## src/rtl/ar_channel_router.sv

```systemverilog
// AR channel router: captures the granted master's read request into a single
// holding register, decodes the target slave and drives it until accepted.
module ar_channel_router #(
  parameter int          MAX_OUTSTANDING = 4,
  parameter logic [15:0] S0_PAGE         = 16'h0000,
  parameter logic [15:0] S1_PAGE         = 16'h0001
) (
  input  logic        ACLK,
  input  logic        ARESET,
  input  logic [1:0]  grant_2M,
  output logic        HandShake,
  input  logic [3:0]  ARID_M0,
  input  logic [3:0]  ARID_M1,
  input  logic [31:0] ARADDR_M0,
  input  logic [31:0] ARADDR_M1,
  input  logic [3:0]  ARLEN_M0,
  input  logic [3:0]  ARLEN_M1,
  input  logic [2:0]  ARSIZE_M0,
  input  logic [2:0]  ARSIZE_M1,
  input  logic [1:0]  ARBURST_M0,
  input  logic [1:0]  ARBURST_M1,
  input  logic        ARVALID_M0,
  input  logic        ARVALID_M1,
  output logic        ARREADY_M0,
  output logic        ARREADY_M1,
  output logic [7:0]  ARID_S,
  output logic [31:0] ARADDR_S,
  output logic [3:0]  ARLEN_S,
  output logic [2:0]  ARSIZE_S,
  output logic [1:0]  ARBURST_S,
  output logic [2:0]  ARVALID_S,
  input  logic [2:0]  ARREADY_S,
  input  logic        RDONE,
  output logic [2:0]  outstanding
);

  typedef enum logic {IDLE, SEND} state_t;

  state_t      state_q;
  logic [2:0]  arvalid_q, outst_q, outst_d;
  logic [7:0]  id_q;
  logic [31:0] addr_q;
  logic [3:0]  len_q;
  logic [2:0]  size_q;
  logic [1:0]  burst_q;

  logic        below_lim, take_m0, take_m1, take, accept;
  logic [7:0]  sel_id;
  logic [31:0] sel_addr;
  logic [3:0]  sel_len;
  logic [2:0]  sel_size, sel_tgt;
  logic [1:0]  sel_burst;

  assign below_lim  = outst_q < 3'(MAX_OUTSTANDING);
  assign take_m0    = (state_q == IDLE) && (grant_2M == 2'b01) && ARVALID_M0 && below_lim;
  assign take_m1    = (state_q == IDLE) && (grant_2M == 2'b10) && ARVALID_M1 && below_lim;
  assign take       = take_m0 | take_m1;
  // Only the currently targeted slave's ready bit can complete the transfer.
  assign accept     = (state_q == SEND) && |(arvalid_q & ARREADY_S);

  assign ARREADY_M0 = take_m0;
  assign ARREADY_M1 = take_m1;
  assign HandShake  = accept;

  assign sel_id    = take_m1 ? {4'b0010, ARID_M1} : {4'b0001, ARID_M0};
  assign sel_addr  = take_m1 ? ARADDR_M1  : ARADDR_M0;
  assign sel_len   = take_m1 ? ARLEN_M1   : ARLEN_M0;
  assign sel_size  = take_m1 ? ARSIZE_M1  : ARSIZE_M0;
  assign sel_burst = take_m1 ? ARBURST_M1 : ARBURST_M0;

  always_comb begin
    sel_tgt = 3'b100;
    if (sel_addr[31:16] == S0_PAGE)      sel_tgt = 3'b001;
    else if (sel_addr[31:16] == S1_PAGE) sel_tgt = 3'b010;
  end

  // Accept and completion in the same cycle cancel; completion at zero is dropped.
  always_comb begin
    outst_d = outst_q;
    case ({accept, RDONE})
      2'b10:   outst_d = outst_q + 3'd1;
      2'b01:   if (outst_q != 3'd0) outst_d = outst_q - 3'd1;
      default: outst_d = outst_q;
    endcase
  end

  always_ff @(posedge ACLK) begin
    if (ARESET) begin
      state_q   <= IDLE;
      arvalid_q <= 3'b000;
      outst_q   <= 3'd0;
      id_q      <= '0;
      addr_q    <= '0;
      len_q     <= '0;
      size_q    <= '0;
      burst_q   <= '0;
    end else begin
      outst_q <= outst_d;
      case (state_q)
        IDLE: if (take) begin
          state_q   <= SEND;
          arvalid_q <= sel_tgt;
          id_q      <= sel_id;
          addr_q    <= sel_addr;
          len_q     <= sel_len;
          size_q    <= sel_size;
          burst_q   <= sel_burst;
        end
        SEND: if (accept) begin
          state_q   <= IDLE;
          arvalid_q <= 3'b000;
        end
        default: state_q <= IDLE;
      endcase
    end
  end

  assign ARVALID_S   = arvalid_q;
  assign ARID_S      = id_q;
  assign ARADDR_S    = addr_q;
  assign ARLEN_S     = len_q;
  assign ARSIZE_S    = size_q;
  assign ARBURST_S   = burst_q;
  assign outstanding = outst_q;

endmodule

```

## config.mk

```make
export PLATFORM = sky130hd
export DESIGN_NAME = ar_channel_router
export DESIGN_NICKNAME = d
export VERILOG_FILES = /design/src/rtl/ar_channel_router.sv
export SDC_FILE = /design/constraint.sdc
export NUM_CORES = 1
export LEC_CHECK = 0
export ABC_CLOCK_PERIOD_IN_PS = 5960
export CAP_MARGIN = 25
export CORE_MARGIN = 3
export CORE_UTILIZATION = 28
export DETAILED_ROUTE_END_ITERATION = 16
export PLACE_DENSITY = 0.73
export SLEW_MARGIN = 10
export SYNTH_ARGS = -nofsm -noshare
export SYNTH_HDL_FRONTEND = slang
export SYNTH_SLANG_ARGS = --single-unit
```

## constraint.sdc

```tcl
create_clock -name ACLK -period 5.96 [get_ports ACLK]
set_input_delay 0.894 -clock ACLK [delete_from_list [all_inputs] [get_ports ACLK]]
set_output_delay 0.894 -clock ACLK [all_outputs]
set_load 0.01 [all_outputs]
```

==> run metrics <==
status=finished, final reports clean; area of placed instances=roughly 0.0043 mm²; critical path launch point=ARREADY_S[0]; top routing layer used=met4; top_reg_cell synth=dfxtp_1; die height=104.6 µm; DP HPWL=about 6400 µm; Initial Util=0.2920; Core Region=between 0.009 and 0.01 mm²; Crit. End Element=output port; met2 WL=4469 µm; Worst Reg-to-Reg Cells=6; RR Startpoint=ARVALID_S[0]$_SDFFE_PP0P_; CP Max Fanout=7; Mapped Avg Cell Area=about 8.3 µm²; Pre-Repair DR Iteration Count=4; Syn Inst Count=330; # setup viols final=0; Die Width=104.6 µm; H-Tree Level Count=2; mux cell area share after synthesis=0.01332; measured slew at the worst slew-check pin=~1000 ps; Root Driver=clkbuf_8; max-cap violations=0; Setup crit end=HandShake; wire length on met1=~3900 µm; WP data required=a little over 5000 ps; vias in the first global route=between 2,000 and 3,000; Pwr Density=roughly 190 mW/mm²; Fill cells=roughly 940; Synth Warn #=0; grt total ovfl=0; EDFF count, synth=0; peak supply drop=~0.000086 V; fin. max-slew vios=0; Hold Vio Cnt, Final=0; # Post-CTS Setup Buffers=0; multi-input logic area=0.001424 mm²; Hold Slack=just under 500 ps; Seq/Total Area, Yosys=0.3969; IO Pins=158; die area=between 0.01 and 0.015 mm²; clk slew on worst S/H paths=approximately 90 ps; main combinational cell family by area after synthesis=compound AO/OA/AOI/OAI gates; largest net degree at the start of global routing=97; kind of critical path=input port to output port; pre-CTS setup slack=2171 ps; simple-gate share of the synthesized area=0.2425; Synth Area in Adders=0.007350; initial antenna violation count=0; DR iter-0 viols=108; Tcrit/Tclk final=0.6458; placed cell count=588; layout cells sized above 1=0.08172; R2R Setup Slk=around 3200 ps; CP arrival=a little under 3000 ps; final non-filler cell total=~600; GPL Wtd Cong=0.7902; antenna violation net count after detailed routing=0; FFs w/ async S/R, synth=0; # rows=35; RSZ-0062 raised after global routing=no; fin util=0.4667; Worst-Skew Late Latency=around 300 ps; # diodes=0; IO Port Bufs=about 160; skew final=~10 ps; via/cell ratio=a little under 5; Post-CTS Resized=0; Leak Pwr=1.479 nW; Routed met3 length=468 µm; maximum clock frequency=0.2598 GHz; register area=approximately 0.0011 mm²; crit path time final=slightly below 4000 ps; Synth Area in Compound Gates=0.2526; relative slew slack=0.3011; CTS max path bufs=2; Hold Path Class=flop to flop; aggregate routed wire length=8932 µm; CTS Buf Count=5; average routed wire per standard cell=15.04 µm; Unique masters post-synth=38; Yosys reg bits=54; Design Area, Final=about 0.0044 mm²; DRC=0; setup TNS=0 ps; CTS tree=yes; critical path launch point type=input port; total track usage=0.1564; Mapped Area=between 0.002 and 0.003 mm²; first-pass GRT wire length=14,280 µm; # nets final=between 500 and 600; post-synthesis xor/xnor area fraction=0.003215; Area Overhead vs Synth=59.81%; clock tree sinks=54; Tot Pwr=between 0.8 and 0.9 mW; worst r2r dst=outstanding[2]$_SDFFE_PP0P_; Hold Buf Count CTS=0; Vias=just under 3,000; setup ws final=2111 ps
==> registers in the layout (all words and copies together), names as in the netlist <==
name and cells:
ARADDR_S 32, ARBURST_S 2, ARID_S 6, ARLEN_S 4, ARSIZE_S 3, ARVALID_S 3
outstanding 3, state_q 1
==> power by group <==
part | total (mW) | leakage, nW | switching [mW] | internal [mW]
Sequential | 0.401 | 0.442 | 0.0142 | 0.386
Clock | 0.204 | 0.0431 | 0.114 | 0.0901
Combinational | 0.221 | 0.994 | 0.0918 | 0.130
==> worst max-delay path, stage by stage <==
cell and delay, ps:
clkdlybuf4s50_1 410, a222oi_1 830, nor2_1 260, clkdlybuf4s50_1 550
==> worst min path at each step <==
| stage | startpoint | to | slack [ps] | cells past startpoint |
|---|---|---|---|---|
| after global placement | ARADDR_S[30]$_SDFFE_PP0P_ | ARADDR_S[30]$_SDFFE_PP0P_ | 470 | 2 |
| after global routing | ARID_S[2]$_SDFFE_PP0P_ | ARID_S[2]$_SDFFE_PP0P_ | 500 | 2 |
| after detailed placement | ARADDR_S[30]$_SDFFE_PP0P_ | ARADDR_S[30]$_SDFFE_PP0P_ | 470 | 2 |
| after CTS | ARADDR_S[30]$_SDFFE_PP0P_ | ARADDR_S[30]$_SDFFE_PP0P_ | 490 | 2 |
| final | ARADDR_S[30]$_SDFFE_PP0P_ | ARADDR_S[30]$_SDFFE_PP0P_ | 490 | 2 |
| after floorplan | state_q$_SDFF_PP0_ | state_q$_SDFF_PP0_ | 470 | 1 |
==> kinds of logic (layout without fill, tap and decap cells) <==
| family | Yosys count | count (layout) |
|---|---|---|
| multiplexers | 3 | 3 |
| AND/OR/NAND/NOR | 163 | 163 |
| flip-flops | 54 | 54 |
| other | 1 | 2 |
| buffers and inverters | 38 | 172 |
| adder cells (fa/ha/maj) | 1 | 1 |
| AO/OA/AOI/OAI | 69 | 69 |
| XOR/XNOR | 1 | 1 |
==> layout by cell type (no fill, tap or decap), drive strengths merged, types with 6 or more instances in the layout <==
cell | Yosys | routed
nor2 | 51 | 51
o21ai | 6 | 6
a311oi | 45 | 45
dfxtp | 54 | 54
clkdlybuf4s50 | 0 | 154
inv | 7 | 7
clkbuf | 13 | 6
nor4 | 6 | 6
nand2 | 93 | 93
==> routing by layer <==
layer  vias to the layer above  GRT usage
met5                         -          0
met4                         0    0.03561
met3                         8    0.03335
met2                        96     0.2694
met1                      1363     0.2004
li1                       1421          -
==> layout make-up <==
class                      count  share of cell area
timing repair buffer         158              0.3604
sequential                    54              0.2483
inverter                       8            0.008048
clock buffer                   6             0.01897
tap                          129             0.03708
multi-input combinational    239              0.3271
==> synthesized netlist by cell type, types with 2 or more instances <==
cell	n	area, µm²
nor4_1	6	37.54
a311oi_2	20	300.3
a31oi_1	2	12.51
buf_4	4	30.03
nand3b_1	2	15.01
inv_1	7	26.28
nand4_1	4	25.02
a311oi_1	25	219.0
clkbuf_1	13	48.80
o21ai_0	5	25.02
nand2_1	93	349.1
buf_6	6	67.56
a21o_1	3	22.52
dfxtp_1	54	1081
o21a_1	2	15.01
o31ai_1	2	15.01
a21oi_1	3	15.01
or2_1	3	18.77
nor3_1	3	15.01
nor2_1	51	191.4
buf_2	5	25.02
No activity file was read; power rests on OpenSTA's default activity.
